File: config.mk
export PLATFORM = sky130hd
export DESIGN_NAME = fifo_rd_stream_ctrl_flat
export DESIGN_NICKNAME = d
export VERILOG_FILES = /design/src/rtl/fifo_rd_stream_ctrl_pkg.sv /design/src/rtl/fifo_rd_stream_ctrl_if.sv /design/src/rtl/fifo_rd_stream_ctrl_level_cnt.sv /design/src/rtl/fifo_rd_stream_ctrl.sv /design/src/flat_wrapper.sv
export SDC_FILE = /design/constraint.sdc
export NUM_CORES = 1
export LEC_CHECK = 0
export BUFFER_PORTS_ARGS = -buffer_cell sky130_fd_sc_hd__buf_2
export CAP_MARGIN = 25
export CORE_MARGIN = 2
export CORE_UTILIZATION = 47
export CTS_BUF_LIST = sky130_fd_sc_hd__clkbuf_8 sky130_fd_sc_hd__clkbuf_16
export DETAILED_ROUTE_END_ITERATION = 10
export PLACE_DENSITY = 0.75
export SETUP_SLACK_MARGIN = 0.4
export SLEW_MARGIN = 20
export SYNTH_ARGS = -nofsm -noshare
export SYNTH_HDL_FRONTEND = slang
export SYNTH_HIERARCHICAL = 1
export SYNTH_SLANG_ARGS = --single-unit
File: constraint.sdc
create_clock -name HCLK -period 8.8 [get_ports HCLK]
set_input_delay 0.44 -clock HCLK [delete_from_list [all_inputs] [get_ports HCLK]]
set_output_delay 0.44 -clock HCLK [all_outputs]
set_load 0.01 [all_outputs]
File: src/rtl/fifo_rd_stream_ctrl_pkg.sv
// Shared interconnect definitions for the FIFO read-side controller.
// Byte-offset width of the RAM address bus as a function of data width.
package fifo_rd_stream_ctrl_pkg;

  function automatic int addr_nc_bits(input int width);
    int n;
    n = 0;
    while ((8 << n) < width) n++;
    return n;
  endfunction

endpackage

File: src/rtl/fifo_rd_stream_ctrl_if.sv
// RAM read port plus output stream bundle of the FIFO read controller.
// master = controller, slave = RAM / write side / consumer.
interface fifo_rd_stream_ctrl_if
  import fifo_rd_stream_ctrl_pkg::*;
#(
  parameter int FIFO_AWIDTH = 9,
  parameter int FIFO_WIDTH  = 32
);
  localparam int NCB = addr_nc_bits(FIFO_WIDTH);

  logic                       fifoPush;
  logic                       fifoFlush;
  logic [FIFO_AWIDTH+NCB-1:0] fifoRdAddr;
  logic [FIFO_WIDTH-1:0]      fifoRdData;
  logic                       fifoFull;
  logic                       fifoEmpty;
  logic [FIFO_AWIDTH:0]       fifoLevel;
  logic                       outValid;
  logic [FIFO_WIDTH-1:0]      outData;
  logic                       outReady;
  logic                       overflowErr;

  modport master (
    input  fifoPush, fifoFlush, fifoRdData, outReady,
    output fifoRdAddr, fifoFull, fifoEmpty, fifoLevel,
    output outValid, outData, overflowErr
  );

  modport slave (
    output fifoPush, fifoFlush, fifoRdData, outReady,
    input  fifoRdAddr, fifoFull, fifoEmpty, fifoLevel,
    input  outValid, outData, overflowErr
  );
endinterface

File: src/rtl/fifo_rd_stream_ctrl_level_cnt.sv
// Occupancy counter for the FIFO RAM: inc/dec/clear with full/empty flags.
// Flags come straight from the registered count.
module fifo_level_cnt #(
  parameter int AW = 9
) (
  input  logic        clk,
  input  logic        rst,
  input  logic        clr,
  input  logic        inc,
  input  logic        dec,
  output logic [AW:0] level,
  output logic        full,
  output logic        empty
);
  localparam logic [AW:0] DEPTH = (AW+1)'(1) << AW;

  always_ff @(posedge clk or posedge rst) begin
    if (rst) begin
      level <= '0;
    end else if (clr) begin
      level <= '0;
    end else if (inc & ~dec) begin
      level <= level + 1'b1;
    end else if (dec & ~inc) begin
      level <= level - 1'b1;
    end
  end

  assign full  = (level == DEPTH);
  assign empty = (level == '0);
endmodule

File: src/rtl/fifo_rd_stream_ctrl.sv
// Read-side controller of the sync-write/async-read FIFO RAM.
// Moves committed words into a registered valid/ready output stage.
module fifo_rd_stream_ctrl
  import fifo_rd_stream_ctrl_pkg::*;
#(
  parameter int FIFO_AWIDTH = 9,
  parameter int FIFO_WIDTH  = 32
) (
  input logic                HCLK,
  input logic                HRESET,
  fifo_rd_stream_ctrl_if.master bus
);
  localparam int NCB    = addr_nc_bits(FIFO_WIDTH);
  localparam int ADDR_W = FIFO_AWIDTH + NCB;

  logic [FIFO_AWIDTH-1:0] rd_ptr;
  logic [FIFO_AWIDTH-1:0] wr_ptr;
  logic [FIFO_AWIDTH:0]   level;
  logic                   full;
  logic                   empty;
  logic                   out_valid;
  logic [FIFO_WIDTH-1:0]  out_data;
  logic                   ovf;
  logic                   push_ok;
  logic                   xfer;
  logic                   pop;

  assign push_ok = bus.fifoPush & ~full & ~bus.fifoFlush;
  assign xfer    = ~empty & (~out_valid | bus.outReady)
                 & ~bus.fifoFlush;
  assign pop     = out_valid & bus.outReady;

  fifo_level_cnt #(.AW(FIFO_AWIDTH)) u_level (
    .clk   (HCLK),
    .rst   (HRESET),
    .clr   (bus.fifoFlush),
    .inc   (push_ok),
    .dec   (xfer),
    .level (level),
    .full  (full),
    .empty (empty)
  );

  always_ff @(posedge HCLK or posedge HRESET) begin
    if (HRESET) begin
      rd_ptr    <= '0;
      wr_ptr    <= '0;
      out_valid <= 1'b0;
      out_data  <= '0;
      ovf       <= 1'b0;
    end else begin
      if (bus.fifoPush & full & ~bus.fifoFlush) ovf <= 1'b1;
      if (bus.fifoFlush) begin
        rd_ptr    <= '0;
        wr_ptr    <= '0;
        out_valid <= 1'b0;
        out_data  <= '0;
      end else begin
        if (push_ok) wr_ptr <= wr_ptr + 1'b1;
        if (xfer) begin
          out_data  <= bus.fifoRdData;
          out_valid <= 1'b1;
          rd_ptr    <= rd_ptr + 1'b1;
        end else if (pop) begin
          out_valid <= 1'b0;
        end
      end
    end
  end

  // wrPtr only mirrors the write side; its distance to rdPtr is the level
  a_ptr_level : assert property (@(posedge HCLK) disable iff (HRESET)
    level[FIFO_AWIDTH-1:0] == FIFO_AWIDTH'(wr_ptr - rd_ptr));

  assign bus.fifoRdAddr  = ADDR_W'(rd_ptr) << NCB;
  assign bus.fifoFull    = full;
  assign bus.fifoEmpty   = empty;
  assign bus.fifoLevel   = level;
  assign bus.outValid    = out_valid;
  assign bus.outData     = out_data;
  assign bus.overflowErr = ovf;
endmodule

File: src/flat_wrapper.sv
// flat-port wrapper written by rule: the top's interface ports become plain ports
module fifo_rd_stream_ctrl_flat import fifo_rd_stream_ctrl_pkg::*;
#(
  parameter int FIFO_AWIDTH = 9,
  parameter int FIFO_WIDTH  = 32
)
  (HCLK, HRESET, bus_fifoPush, bus_fifoFlush, bus_fifoRdData, bus_outReady, bus_fifoRdAddr, bus_fifoFull, bus_fifoEmpty, bus_fifoLevel, bus_outValid, bus_outData, bus_overflowErr);
  fifo_rd_stream_ctrl_if #(.FIFO_AWIDTH(FIFO_AWIDTH), .FIFO_WIDTH(FIFO_WIDTH)) bus_i ();
  input logic HCLK;
  input logic HRESET;
  input wire logic [$bits(bus_i.fifoPush)-1:0] bus_fifoPush;
  input wire logic [$bits(bus_i.fifoFlush)-1:0] bus_fifoFlush;
  input wire logic [$bits(bus_i.fifoRdData)-1:0] bus_fifoRdData;
  input wire logic [$bits(bus_i.outReady)-1:0] bus_outReady;
  output wire logic [$bits(bus_i.fifoRdAddr)-1:0] bus_fifoRdAddr;
  output wire logic [$bits(bus_i.fifoFull)-1:0] bus_fifoFull;
  output wire logic [$bits(bus_i.fifoEmpty)-1:0] bus_fifoEmpty;
  output wire logic [$bits(bus_i.fifoLevel)-1:0] bus_fifoLevel;
  output wire logic [$bits(bus_i.outValid)-1:0] bus_outValid;
  output wire logic [$bits(bus_i.outData)-1:0] bus_outData;
  output wire logic [$bits(bus_i.overflowErr)-1:0] bus_overflowErr;
  assign bus_i.fifoPush = bus_fifoPush;
  assign bus_i.fifoFlush = bus_fifoFlush;
  assign bus_i.fifoRdData = bus_fifoRdData;
  assign bus_i.outReady = bus_outReady;
  assign bus_fifoRdAddr = bus_i.fifoRdAddr;
  assign bus_fifoFull = bus_i.fifoFull;
  assign bus_fifoEmpty = bus_i.fifoEmpty;
  assign bus_fifoLevel = bus_i.fifoLevel;
  assign bus_outValid = bus_i.outValid;
  assign bus_outData = bus_i.outData;
  assign bus_overflowErr = bus_i.overflowErr;
  fifo_rd_stream_ctrl #(.FIFO_AWIDTH(FIFO_AWIDTH), .FIFO_WIDTH(FIFO_WIDTH)) u_core (.HCLK(HCLK), .HRESET(HRESET), .bus(bus_i));
endmodule
# --- Yosys cells after proc, flatten, opt, wreduce, memory -nomap -nowiden ---
# Index checks and enable logic that the tools add are counted.
word_totals:
  register_bits: 53
  latch_bits: 0
  ram_bits: 0
  romBits: 0
  in_bits: 37
  output_inout_bits: 57
  wordCells: 39
  mem_count: 0
op_classes:
  add_sub_neg: 3
  mul: 0
  div_mod_pow: 0
  order_cmp: 0
  n_eq_ne: 1
  n_shift: 0
  n_mux: 10
  n_bitwise: 16
  n_reduce_logical: 4
ops:
  columns: ["op", "count"]
  rows:
  - ["$mux 32", 2]
  - ["$mux 10", 3]
  - ["$mux 9", 2]
  - ["$add 10x1->10 const B", 1]
  - ["$eq 10x10->1 const B", 1]
  - ["$logic_not 10->1", 1]
  - ["$sub 10x1->10 const B", 1]
  - ["$add 9x1->9 const B", 1]
  - ["$and 1x1->1", 9]
  - ["$not 1->1", 6]
  - ["$reduce_bool 3->1", 2]
  - ["$mux 1", 3]
  - ["$reduce_bool 2->1", 1]
  - ["$or 1x1->1", 1]

# --- Longest topological paths before layout ---
# Gate-level depths: netlist of run 1.
logic_depth:
  word_depth: 9
  ltp_mapped: 13

# --- Modules after synthesis ---
# Netlist of run 1, hierarchy kept.
by_module_without_submodules:
  columns: ["module", "n_inst", "cells_per_inst", "area_per_inst_um2"]
  rows:
  - ["fifo_rd_stream_ctrl", 1, 212, 1989.4]
  - ["fifo_level_cnt", 1, 95, 862.1]

# --- Worst setup path after synthesis of run 1 ---
# No wires, ideal clock.
synth_path:
  path_kind: "register to register"
  from: "register u_core.u_level.level[0]"
  to: "register u_core.u_level.level[8]"
  setup_time_ps: 126
  arrival_ps: 3212
  required_time_ps: 8674
  setup_slack_ps: 5461
  stages_incl_launch_ff: 14
  path_buffers: 2
  period_less_slack_ps: 3339
  path_cell_list: "dfrtp_1 > nor4_1 > nand3_1 > nor2_1 > buf_2 > clkbuf_1 > nor3_1 > nand2b_4 > fa_1 > a21o_1 > a22o_1 > o221ai_1 > nor4_1 > a311o_1"
synth_between:
  elab_chain_cells: 8
  elab_cells_between_ends: 18
synth_rtl:
  columns: ["element", "line", "source"]
  rows:
  - ["from (decl)", "fifo_rd_stream_ctrl_level_cnt.sv:11", "output logic [AW:0] level,"]
  - ["from (signal assigned)", "fifo_rd_stream_ctrl_level_cnt.sv:23", "level <= level + 1'b1;"]
  - ["from (signal assigned)", "fifo_rd_stream_ctrl_level_cnt.sv:25", "level <= level - 1'b1;"]
  - ["$logic_not 10->1 (*)", "fifo_rd_stream_ctrl_level_cnt.sv:30", "assign empty = (level == '0);"]
  - ["named net bus_fifoEmpty", "flat_wrapper.sv:17", "output wire logic [$bits(bus_i.fifoEmpty)-1:0] bus_fifoEmpty;"]
  - ["$not 1->1 (*)", "fifo_rd_stream_ctrl.sv:29", "assign xfer = ~empty & (~out_valid | bus.outReady)"]
  - ["$and 1x1->1 (*)", "fifo_rd_stream_ctrl.sv:29", null]
  - ["$and 1x1->1 (*)", "fifo_rd_stream_ctrl.sv:30", "& ~bus.fifoFlush;"]
  - ["named net u_core.xfer", "fifo_rd_stream_ctrl.sv:25", "logic xfer;"]
  - ["$not 1->1", "fifo_rd_stream_ctrl_level_cnt.sv:22", "end else if (inc & ~dec) begin"]
  - ["$and 1x1->1", "fifo_rd_stream_ctrl_level_cnt.sv:22", null]
  - ["$mux 10", "fifo_rd_stream_ctrl_level_cnt.sv:22", null]
  - ["$mux 10", "fifo_rd_stream_ctrl_level_cnt.sv:20", "end else if (clr) begin"]
# The timed path passes the listed nets; every way through them passes the cells marked *. The select of a mux whose other input is x is not followed.
# A chain may end at the register's enable or synchronous reset.

# --- Final worst setup path of run 1 ---
layout_path:
  from: "register u_core.u_level.level[0]"
  to: "register u_core.u_level.level[8]"
layout_between:
  elab_chain_cells: 8
  elab_cells_between_ends: 18
layout_rtl:
  columns: ["element", "line"]
  rows:
  - ["$logic_not 10->1 (*)", "fifo_rd_stream_ctrl_level_cnt.sv:30"]
  - ["$not 1->1 (*)", "fifo_rd_stream_ctrl.sv:29"]
  - ["$and 1x1->1 (*)", "fifo_rd_stream_ctrl.sv:29"]
  - ["$and 1x1->1 (*)", "fifo_rd_stream_ctrl.sv:30"]
  - ["named net u_core.xfer", "fifo_rd_stream_ctrl.sv:25"]
  - ["$not 1->1", "fifo_rd_stream_ctrl_level_cnt.sv:22"]
  - ["$and 1x1->1", "fifo_rd_stream_ctrl_level_cnt.sv:22"]
  - ["$mux 10", "fifo_rd_stream_ctrl_level_cnt.sv:22"]
  - ["$mux 10", "fifo_rd_stream_ctrl_level_cnt.sv:20"]
# Marked as above.

==> Implementation_results.wiki, run 1 <==
{| class="wikitable"
! Metric !! Value
|-
| Post-Place Setup Slack || 5.38 ns
|-
| Synth cell types || 47
|-
| Wire length of the first global-routing pass || 11.1 mm
|-
| Power density normalized to cell area || 319 mW/mm^2
|-
| Average routed wire per standard cell || 15.3 um
|-
| First DRT Iteration DRCs || 196
|-
| Startpoint type of the worst setup path || register
|-
| Final critical-path share of the clock period || 39.2%
|-
| Number of enable flip-flop cells after synthesis || 0
|-
| Number of fill cells in the layout || 569
|-
| Deepest level of the CTS H-tree || 2
|-
| Port-buffer cells || 91
|-
| Area of the multi-input gates || 0.00137 mm^2
|-
| Share of async-settable or async-resettable flops after synthesis || 100%
|-
| Final #Nets || 429
|-
| Max frequency || 290 MHz
|-
| Die width || 81.9 um
|-
| Crit path time final || 3.45 ns
|-
| Slack of the worst reg-to-reg path || 5.35 ns
|-
| Slowest stage cell, crit path || sky130_fd_sc_hd__dfrtp_1
|-
| Tightest hold margin || 0.121 ns
|-
| Sequence of cells on the critical path || nor4_1, nand3_1, nor2_2, buf_4, nor3_1, nand2b_4, fa_1, a21o_1, a22o_1, o221ai_1, nor4_1, a311o_1
|-
| Headroom to the max-slew limit || 39.2%
|-
| Number of synthesized register bits || 53
|-
| Wire length after detailed routing || 7.03 mm
|-
| Sum of negative setup slack || 0 ns
|-
| Via count of the first global-routing pass || 2,361
|-
| Routability cong. || 0.903
|-
| Worst setup skew after layout || 0.0102 ns
|-
| Clock-pin slew on the worst setup and hold paths || 0.10 ns
|-
| Worst EP required || 9.00 ns
|-
| Root buffer selected by CTS || sky130_fd_sc_hd__clkbuf_8
|-
| Share of the yosys chip area belonging to registers || 46.5%
|-
| Mapped Avg Cell Area || 9.29 um^2
|-
| Detailed-route vias per instance || 5.64
|-
| Global-route usage over all layers || 21.1%
|-
| Final antenna-violating net count || 0
|-
| Worst IR Drop VDD || 0.213 mV
|-
| Pin count of the biggest net entering global routing || 67
|-
| Area inside the core boundary || 0.00589 mm^2
|-
| DR pass1 iterations || 4
|-
| Unrepaired setup endpoints after global routing || no
|-
| Pleak || 1.72 nW
|-
| Antenna violations before repair || 0
|-
| Overflow left after global routing || 0
|-
| Final Setup Violations || 0
|-
| Maximum number of buffers from clock root to sink || 2
|-
| Antenna fix cells || 0
|-
| Clock tree from TritonCTS || done
|-
| TritonCTS Sinks || 53
|-
| Library cell with the largest summed area after synthesis || sky130_fd_sc_hd__dfrtp_1
|-
| Number of clock buffers inserted by TritonCTS || 5
|-
| Start-to-end type of the worst setup path || reg2reg
|-
| Stage delay of the slowest cell on the critical path || 0.46 ns
|-
| Die extent in y || 81.9 um
|-
| Post-layout worst setup margin || 5.35 ns
|-
| Proportion of netlist area held by the largest area contributor || 46.5%
|-
| Result of the run || finished clean
|-
| Number of buffers inserted by hold repair at cts || 0
|-
| Area added between synthesis and finish || 19.4%
|-
| Most numerous cell on the critical path || sky130_fd_sc_hd__nor4_1
|-
| CP max FO || 49
|-
| Count of instances resized after the clock tree is built || 0
|-
| Estimated wirelength of the detail-placed design || 4.60 mm
|-
| Number of instances in the synthesized netlist || 307
|-
| DRC Markers || 0
|-
| Insertion delay of the later-clocked pin in the worst-skew pair || 0.32 ns
|-
| Count of vias placed by the detailed router || 2,582
|-
| Number of max-slew violations in the final report || 0
|-
| Transition time at the pin with the least slew margin || 0.911 ns
|-
| Setup repair bufs after CTS || 0
|-
| Main flop type after synthesis || sky130_fd_sc_hd__dfrtp_1
|-
| Die Outline Area || 0.00671 mm^2
|-
| Number of hold violations in the final report || 0
|-
| Effective utilization at floorplan || 48.4%
|-
| Main area contributors after synthesis || sky130_fd_sc_hd__dfrtp_1 (47%), sky130_fd_sc_hd__a21oi_1 (7.5%), sky130_fd_sc_hd__nand3_1 (6.7%)
|-
| Worst hold path type || in2async
|-
| Data arrival time of the critical path || 3.65 ns
|-
| Number of ports placed on the die boundary || 94
|-
| Count of maximum capacitance violations || 0
|-
| CP endpoint kind || register
|-
| Synthesized cell area || 0.00285 mm^2
|-
| Total power || 0.00109 W
|-
| Ys Warns || 6
|-
| Sequential cell area || 0.00133 mm^2
|-
| Ratio of cells with drive above 1 in the final layout || 29.8%
|-
| Cell row count || 28
|}
-- registers in the layout, summed over array words and instances (netlist names) --
name	flops
u_core/u_level/level	10
u_core/bus.overflowErr	1
u_core/bus.outData	32
u_core/bus.outValid	1
u_core/rd_ptr	9
-- routing by layer --
| layer | global-route usage, % | up-vias | share of wire, % |
|---|---|---|---|
| li1 | - | 1264 | - |
| met2 | 32.7 | 78 | 50 |
| met5 | 0 | - | 0 |
| met1 | 29.5 | 1233 | 44 |
| met3 | 5.16 | 7 | 5.6 |
| met4 | 6.00 | 0 | 0.94 |
-- cell usage after synthesis (all sizes together), types with 4 or more instances --
| cell | n |
|---|---|
| a21oi | 43 |
| nor2 | 15 |
| buf | 17 |
| ha | 9 |
| mux2 | 4 |
| or4 | 4 |
| nand3 | 38 |
| nand2 | 9 |
| nor2b | 6 |
| dfrtp | 53 |
| o21ai | 36 |
| a21o | 4 |
| nor3 | 5 |
| inv | 7 |
| nor4 | 7 |
| clkbuf | 10 |
-- cells in the final DEF, fill, tap and decap left out, drive strengths merged, types with 2 or more instances in the layout --
| cell | instances |
|---|---|
| nand2 | 9 |
| nor3b | 2 |
| nor2 | 15 |
| buf | 94 |
| a32o | 2 |
| nand2b | 2 |
| a311o | 2 |
| or4 | 4 |
| a31oi | 2 |
| and4bb | 2 |
| o21ai | 36 |
| a21o | 4 |
| mux2 | 4 |
| dfrtp | 53 |
| nor4b | 2 |
| or3 | 2 |
| clkbuf | 5 |
| xnor2 | 2 |
| and3 | 2 |
| mux2i | 2 |
| o221ai | 2 |
| o31ai | 3 |
| ha | 9 |
| nor2b | 6 |
| and2 | 2 |
| nor3 | 5 |
| nand3 | 38 |
| conb | 2 |
| nor4 | 7 |
| inv | 9 |
| nand4 | 2 |
| a21oi | 43 |
-- critical path, delay by kind of cell, from the launching register on --
kind	cells	cell delay, ns
AND/OR/NAND/NOR	6	1.05
buffers and inverters	1	0.38
adder cells (fa/ha/maj)	1	0.45
AO/OA/AOI/OAI	4	1.00
flip-flops	1	0.46
-- path summary, 6_finish.rpt --
path,startpoint,end,depth (start not counted)
worst max-delay path,u_core/u_level/level[0],u_core/u_level/level[8],12
worst min-delay path,HRESET,u_core/u_level/level[7],2
worst max register to register,u_core/u_level/level[0],u_core/u_level/level[8],12
worst min register to register,u_core/bus.overflowErr,u_core/bus.overflowErr,1
max in group asynchronous,HRESET,u_core/rd_ptr[3],2
min in group HCLK,bus_fifoRdData[10],u_core/bus.outData[10],3
-- metrics by stage --
step / util, % / instance area, um^2 / cells
after CTS: 57.4 / 3380 / 457
after detailed placement: 55.8 / 3280 / 449
after floorplan: - / 2860 / 308
final: 57.9 / 3410 / 458
after global placement: 55.8 / 3280 / 449
after global routing: 57.9 / 3410 / 458
-- where the power goes --
group / switching, W / internal, W / total, W / leakage, nW
registers: 0.0000521 / 0.000314 / 0.000366 / 0.704
logic: 0.000340 / 0.000234 / 0.000574 / 0.970
clock network: 0.0000881 / 0.0000582 / 0.000146 / 0.0452
-- kinds of logic after synthesis --
group	count (synthesis)	share of synthesized area, %
compound gates	98	19.8
xor+xnor	3	0.922
fa+ha+maj	10	4.65
buf+inv	34	5.75
flops	53	46.5
mux	6	2.28
other cells	1	0.132
simple gates	102	19.9
-- layout make-up --
class / instances / share of cell area, %
clock buffers: 5 / 2.02
clock inverters: 3 / 0.735
inverters: 7 / 0.771
multi-input cells: 221 / 40.2
flip-flops and latches: 53 / 38.9
well taps: 75 / 2.76
repair buffers: 94 / 14.6
(Power assumes the default switching activity.)
==> run 2: changes to the inputs <==
- clock period: 8.8 -> 3.6 ns (I/O delays scaled with it)
==> run 2 against run 1 <==
Compared with the run above: utilization increased by 1.0 points; clock power grew to 2.9 times the previous value; non-clock buffer count is 3 higher; setup slack got worse by 4.7 ns; sequential cell count did not move; sequential power increased by 140%; wire length increased by 2.3%; first-iteration DRC count shrank 24%; critical path type unchanged; critical endpoint unchanged; largest cell class unchanged.
==> Implementation_results.wiki, run 2 (same netlist as run 1, synthesis figures left out) <==
{| class="wikitable"
! Metric !! Value
|-
| Tightest hold margin || 0.0953 ns
|-
| Insertion delay of the later-clocked pin in the worst-skew pair || 0.31 ns
|-
| Detailed-route vias per instance || 5.69
|-
| Final #Nets || 432
|-
| Share of total power in combinational logic || 52.1%
|-
| Final critical-path share of the clock period || 82.3%
|-
| Deepest level of the CTS H-tree || 2
|-
| Stage delay of the slowest cell on the critical path || 0.45 ns
|-
| Net switching fraction of the power || 43.4%
|-
| Sequence of cells on the critical path || nor4_1, nand3_1, nor2_2, nor3_1, nand2b_4, fa_1, a21o_1, a22o_1, o221ai_1, nor4_1, a311o_1
|-
| Clock tree from TritonCTS || done
|-
| TritonCTS Sinks || 53
|-
| Transition time at the pin with the least slew margin || 0.698 ns
|-
| Number of hold violations in the final report || 0
|-
| Pleak || 1.75 nW
|-
| Switch Pwr || 0.00119 W
|-
| Worst setup skew after layout || 0.0125 ns
|-
| Effective utilization at floorplan || 48.4%
|-
| Estimated wirelength of the detail-placed design || 4.76 mm
|-
| Die extent in y || 81.9 um
|-
| Final Setup Violations || 0
|-
| Via count of the first global-routing pass || 2,373
|-
| Worst hold path type || in2reg
|-
| Proportion of power drawn by flip-flops and latches || 32.3%
|-
| Crit path time final || 2.96 ns
|-
| Port-buffer cells || 91
|-
| Antenna violations before repair || 0
|-
| Leading cell type in the layout, fill and taps excluded || sky130_fd_sc_hd__buf_2
|-
| Unrepaired setup endpoints after global routing || yes
|-
| Data arrival time of the critical path || 3.17 ns
|-
| Clock network fraction of total power || 15.6%
|-
| Power density normalized to cell area || 794 mW/mm^2
|-
| Start-to-end type of the worst setup path || reg2reg
|-
| Number of max-slew violations in the final report || 0
|-
| Power Internal || 0.00156 W
|-
| CP max FO || 12
|-
| CP endpoint kind || register
|-
| Most numerous cell on the critical path || sky130_fd_sc_hd__nor4_1
|-
| DRC Markers || 0
|-
| Die Outline Area || 0.00671 mm^2
|-
| Global-route usage over all layers || 21.2%
|-
| Number of ports placed on the die boundary || 94
|-
| Startpoint type of the worst setup path || register
|-
| Final antenna-violating net count || 0
|-
| Area inside the core boundary || 0.00589 mm^2
|-
| Max frequency || 337 MHz
|-
| Commonest non-fill, non-tap cells in the layout || sky130_fd_sc_hd__buf_2 (91), sky130_fd_sc_hd__dfrtp_1 (53), sky130_fd_sc_hd__a21oi_1 (43)
|-
| Kind of cell adding the most delay to the critical path || compound AO/OA/AOI/OAI gates
|-
| Pin count of the biggest net entering global routing || 49
|-
| Area added between synthesis and finish || 21.5%
|-
| Root buffer selected by CTS || sky130_fd_sc_hd__clkbuf_8
|-
| Antenna fix cells || 0
|-
| Number of clock buffers inserted by TritonCTS || 5
|-
| Largest register FFs || 32
|-
| Worst IR Drop VDD || 0.423 mV
|-
| Average routed wire per standard cell || 15.6 um
|-
| Slowest stage cell, crit path || sky130_fd_sc_hd__dfrtp_1
|-
| Count of vias placed by the detailed router || 2,624
|-
| Routability cong. || 0.822
|-
| Ratio of cells with drive above 1 in the final layout || 30.1%
|-
| First DRT Iteration DRCs || 148
|-
| Worst EP required || 3.80 ns
|-
| Wire length after detailed routing || 7.19 mm
|-
| Cell row count || 28
|-
| DR pass1 iterations || 4
|-
| Total power || 0.00275 W
|-
| Overflow left after global routing || 0
|-
| Result of the run || finished clean
|-
| Crit path buf inv count || 0
|-
| Post-Route Utilization || 58.9%
|-
| Maximum number of buffers from clock root to sink || 2
|-
| Clock-pin slew on the worst setup and hold paths || 0.11 ns
|-
| Headroom to the max-slew limit || 53.5%
|-
| Sum of negative setup slack || 0 ns
|-
| Setup repair bufs after CTS || 0
|-
| Count of maximum capacitance violations || 0
|-
| Die width || 81.9 um
|-
| Wire length of the first global-routing pass || 11.2 mm
|}
-- run 2: cell count changes in the layout (fill, tap and decap cells not counted), sizes merged --
cell	previous run	this run
dlygate4sd3	0	1
bufinv	0	1
clkinvlp	1	0
buf	94	96
-- run 2: what timing repair did --
action,4_1_cts,5_1_grt
resized for setup,0,0
hold buffers,1,0
endpoints found under the hold margin,10,0
endpoints found under the setup margin,0,1
-- run 2: worst paths after layout --
kind	endpoint	startpoint	slack, ns	cells past startpoint
setup / recovery	u_core/u_level/level[8]	u_core/u_level/level[0]	0.64	11
hold / removal	u_core/bus.outData[11]	bus_fifoRdData[11]	0.1	3
setup reg to reg	u_core/u_level/level[8]	u_core/u_level/level[0]	0.64	11
hold reg to reg	u_core/bus.overflowErr	u_core/bus.overflowErr	0.50	1
max in group asynchronous	u_core/rd_ptr[2]	HRESET	2.84	4
min in group asynchronous	u_core/bus.overflowErr	HRESET	0.32	3
-- run 2: layout make-up --
type	count	area, um^2
Clock buffer	5	68.8
Sequential cell	53	1330
Multi-Input combinational cell	221	1370
Tap cell	75	93.8
Timing Repair Buffer	97	536
Clock inverter	3	47.5
Fill cell	553	2420
Inverter	7	26.3
-- run 2: worst min-delay path, cell delays in order --
cell	delay [ns]
sky130_fd_sc_hd__buf_2	0.09
sky130_fd_sc_hd__nand3_1	0.05
sky130_fd_sc_hd__a21oi_1	0.05
-- run 2: per-stage QoR --
stage               instances  area (um^2)  setup slack (ns)
floorplan                 308         2860             0.417
global placement          450         3290             0.745
detailed placement        450         3290             0.678
CTS                       459         3420             0.664
global route              461         3470             0.391
finish                    461         3470             0.636
-- run 2: per-layer routing --
layer | vias up | global-route usage, % | part of all wire (%)
met1 | 1272 | 26.7 | 42
met5 | - | 0 | 0
met4 | 0 | 5.33 | 0.22
met2 | 86 | 36.3 | 52
li1 | 1263 | - | -
met3 | 3 | 5.38 | 6.1
-- run 2: power by group through the flow --
stage | Clock [W] | Sequential, W | Combinational (W)
3_3_place_gp | 0 | 0.000890 | 0.00134
4_1_cts | 0.000442 | 0.000891 | 0.00138
3_5_place_dp | 0 | 0.000901 | 0.00137
5_1_grt | 0.000461 | 0.000915 | 0.00158
6_report | 0.000428 | 0.000889 | 0.00143
2_1_floorplan | 0 | 0.000974 | 0.000915
==> run 3: changes to the inputs <==
- ABC_AREA: not set -> 1
- PLACE_DENSITY: 0.75 -> 0.74
- clock period: 3.6 -> 2.75 ns (I/O delays scaled with it)
==> run 3 against run 2 <==
Compared with the run above: non-clock buffer count rose by 12; synthesized area up 6.9%; global-route usage is 1.1 points lower; critical path type unchanged; highest routed layer unchanged.
==> Implementation_results.wiki, run 3 <==
{| class="wikitable"
! Metric !! Value
|-
| Global-route usage over all layers || 20.1%
|-
| Number of enable flip-flop cells after synthesis || 0
|-
| Main area contributors after synthesis || sky130_fd_sc_hd__dfrtp_1 (43%), sky130_fd_sc_hd__nand2_1 (13%), sky130_fd_sc_hd__nand2_4 (12%)
|-
| Wire length of the first global-routing pass || 11.8 mm
|-
| Leading cell type in the layout, fill and taps excluded || sky130_fd_sc_hd__nand2_1
|-
| Max frequency || 421 MHz
|-
| Detailed-route vias per instance || 4.96
|-
| Worst setup skew after layout || 0.0142 ns
|-
| Wire length after detailed routing || 7.13 mm
|-
| Number of max-slew violations in the final report || 0
|-
| Instance area at placement || 0.00368 mm^2
|-
| Worst EP required || 2.95 ns
|-
| Pleak || 2.37 nW
|-
| Headroom to the max-slew limit || 40.8%
|-
| Start-to-end type of the worst setup path || reg2reg
|-
| Sum of negative setup slack || 0 ns
|-
| Main flop type after synthesis || sky130_fd_sc_hd__dfrtp_1
|-
| Worst IR Drop VDD || 0.665 mV
|-
| Die width || 84.5 um
|-
| Share of the yosys chip area belonging to registers || 43.5%
|-
| Area inside the core boundary || 0.00631 mm^2
|-
| Power density normalized to cell area || 835 mW/mm^2
|-
| Most common cell in the netlist || sky130_fd_sc_hd__nand2_1
|-
| Worst hold path type || in2reg
|-
| Largest register FFs || 32
|-
| CP endpoint kind || register
|-
| Estimated wirelength of the detail-placed design || 4.89 mm
|-
| DR pass1 iterations || 4
|-
| Share of async-settable or async-resettable flops after synthesis || 100%
|-
| Power Internal || 0.00190 W
|-
| Final critical-path share of the clock period || 86.4%
|-
| Effective utilization at floorplan || 48.3%
|-
| Critical R2R Capture || u_core/u_level/level[7]
|-
| Slack of the worst reg-to-reg path || 0.37 ns
|-
| Cell row count || 29
|-
| Deepest level of the CTS H-tree || 2
|-
| Average routed wire per standard cell || 13.4 um
|-
| Share of total power in combinational logic || 53.2%
|-
| Number of instances in the synthesized netlist || 344
|-
| Ratio of cells with drive above 1 in the final layout || 51.3%
|-
| List of most frequent post-synthesis cells || sky130_fd_sc_hd__nand2_1 (105), sky130_fd_sc_hd__dfrtp_1 (53), sky130_fd_sc_hd__nand2_4 (32)
|-
| Port-buffer cells || 91
|-
| Clock-pin slew on the worst setup and hold paths || 0.10 ns
|-
| DRC Markers || 0
|-
| TritonCTS Sinks || 53
|-
| Startpoint type of the worst setup path || register
|-
| Via count of the first global-routing pass || 2,477
|-
| Routability cong. || 0.869
|-
| Library cell with the largest summed area after synthesis || sky130_fd_sc_hd__dfrtp_1
|-
| Post-Route Utilization || 63.5%
|-
| Area added between synthesis and finish || 31.4%
|-
| Ys Warns || 6
|-
| Commonest non-fill, non-tap cells in the layout || sky130_fd_sc_hd__nand2_1 (97), sky130_fd_sc_hd__buf_2 (91), sky130_fd_sc_hd__dfrtp_1 (49)
|-
| Antenna fix cells || 0
|-
| Die extent in y || 84.5 um
|-
| Number of cell instances on the worst register-to-register path || 14
|-
| Min-delay src || bus_fifoRdData[28]
|-
| Data arrival time of the critical path || 2.57 ns
|-
| Total power || 0.00335 W
|-
| Synthesized cell area || 0.00305 mm^2
|-
| CP max FO || 5
|-
| Final antenna-violating net count || 0
|-
| Unrepaired setup endpoints after global routing || yes
|-
| Final #Nets || 500
|-
| Proportion of power drawn by flip-flops and latches || 33.7%
|-
| Clock network fraction of total power || 13.1%
|-
| Number of fill cells in the layout || 568
|-
| Synth cell types || 30
|-
| Count of vias placed by the detailed router || 2,636
|-
| Reg2reg start || u_core/u_level/level[7]
|-
| Maximum number of buffers from clock root to sink || 2
|-
| Number of ports placed on the die boundary || 94
|-
| Overflow left after global routing || 0
|-
| Result of the run || finished clean
|-
| Count of maximum capacitance violations || 0
|-
| First DRT Iteration DRCs || 98
|-
| Number of clock buffers inserted by TritonCTS || 5
|-
| Transition time at the pin with the least slew margin || 0.886 ns
|-
| Switch Pwr || 0.00145 W
|-
| Net switching fraction of the power || 43.2%
|-
| Tightest hold margin || 0.0305 ns
|-
| Antenna violations before repair || 0
|-
| Die Outline Area || 0.00715 mm^2
|-
| Endpoint of the worst hold-timing path || u_core/bus.outData[28]
|-
| Clock tree from TritonCTS || done
|-
| Final Setup Violations || 0
|-
| Pin count of the biggest net entering global routing || 44
|-
| Proportion of netlist area held by the largest area contributor || 43.5%
|-
| Final std cell area, no fill || 0.00401 mm^2
|-
| Count of cells along the worst hold path || 3
|-
| Mapped Avg Cell Area || 8.86 um^2
|-
| Number of hold violations in the final report || 0
|-
| Root buffer selected by CTS || sky130_fd_sc_hd__clkbuf_8
|-
| Number of synthesized register bits || 53
|-
| Crit path time final || 2.38 ns
|-
| Insertion delay of the later-clocked pin in the worst-skew pair || 0.30 ns
|}
==> run 3: cell count changes after synthesis, moves of 6 or more <==
| cell | before | now |
|---|---|---|
| sky130_fd_sc_hd__nand2_1 | 9 | 105 |
| sky130_fd_sc_hd__a21oi_1 | 43 | 11 |
| sky130_fd_sc_hd__o21ai_1 | 0 | 7 |
| sky130_fd_sc_hd__clkbuf_1 | 10 | 0 |
| sky130_fd_sc_hd__o21ai_0 | 36 | 2 |
| sky130_fd_sc_hd__nand2_2 | 0 | 30 |
| sky130_fd_sc_hd__inv_1 | 7 | 20 |
| sky130_fd_sc_hd__nand2_4 | 0 | 32 |
| sky130_fd_sc_hd__nand3_1 | 38 | 18 |
| sky130_fd_sc_hd__buf_2 | 11 | 0 |
| sky130_fd_sc_hd__nor4_1 | 7 | 1 |
==> run 3: what timing repair did <==
action,in CTS,in global routing
gates resized for setup,10,19
gates cloned,1,0
endpoints found under the setup margin,10,10
hold endpoints to repair,10,0
hold buffers,1,0
pin swaps,11,20
setup buffers,11,2
==> run 3: area by class of cell <==
type                            count  area, um^2  area share [%]
Clock buffer                        5        68.8            1.72
Clock inverter                      3        21.3           0.531
Inverter                           26         108            2.68
Multi-Input combinational cell    258        1780            44.3
Sequential cell                    53        1330            33.2
Tap cell                           77        96.3            2.40
Timing Repair Buffer              109         606            15.1
==> run 3: worst max path at each step <==
stage	end	slack (ns)	cells after the start	from
floorplan	u_core/u_level/level[6]	0.24	16	u_core/u_level/level[0]
global placement	u_core/u_level/level[9]	0.32	16	u_core/u_level/level[0]
detailed placement	u_core/u_level/level[8]	0.27	11	u_core/u_level/level[0]
CTS	u_core/u_level/level[9]	0.40	16	u_core/u_level/level[8]
global route	u_core/u_level/level[9]	0.24	16	u_core/u_level/level[7]
finish	u_core/u_level/level[7]	0.37	14	u_core/u_level/level[7]
==> run 3: cell families after synthesis <==
family          Yosys count  synth area share (%)
simple gates            221                  40.3
flops                    53                  43.5
buf+inv                  35                  7.30
compound gates           23                  4.10
fa+ha+maj                10                  4.35
xor+xnor                  1                 0.287
other cells               1                 0.123
==> run 3: stage by stage <==
stage / worst slack (ns) / std cells
floorplan: 0.239 / 345
global placement: 0.321 / 508
detailed placement: 0.266 / 508
CTS: 0.401 / 529
global route: 0.240 / 531
finish: 0.373 / 531
==> run 3: metal layers <==
layer / wire length (um) / track usage, %
met5: 0 / 0
met4: 63 / 4.47
met1: 3070 / 27.4
met3: 502 / 4.03
met2: 3500 / 33.4
==> run 3: power groups by stage <==
stage,Clock [W],Combinational [W],Sequential (W)
3_3_place_gp,0,0.00141,0.00114
4_1_cts,0.000461,0.00160,0.00112
5_1_grt,0.000498,0.00195,0.00115
6_report,0.000439,0.00178,0.00113
2_1_floorplan,0,0.00102,0.00120
3_5_place_dp,0,0.00143,0.00114
==> run 3: worst max-delay path, stage by stage, from the launching register on <==
cell and delay [ns]:
sky130_fd_sc_hd__dfrtp_2 0.42, sky130_fd_sc_hd__nor4_2 0.27, sky130_fd_sc_hd__nand3_1 0.20, sky130_fd_sc_hd__nor2_4 0.16, sky130_fd_sc_hd__inv_2 0.07, sky130_fd_sc_hd__nand2_8 0.06, sky130_fd_sc_hd__nor2_4 0.04, sky130_fd_sc_hd__clkinv_4 0.09
sky130_fd_sc_hd__nand2_8 0.09, sky130_fd_sc_hd__ha_4 0.34, sky130_fd_sc_hd__nand3_1 0.11, sky130_fd_sc_hd__nand3_2 0.10, sky130_fd_sc_hd__nand2_1 0.08, sky130_fd_sc_hd__a21oi_1 0.16, sky130_fd_sc_hd__o21ai_1 0.08
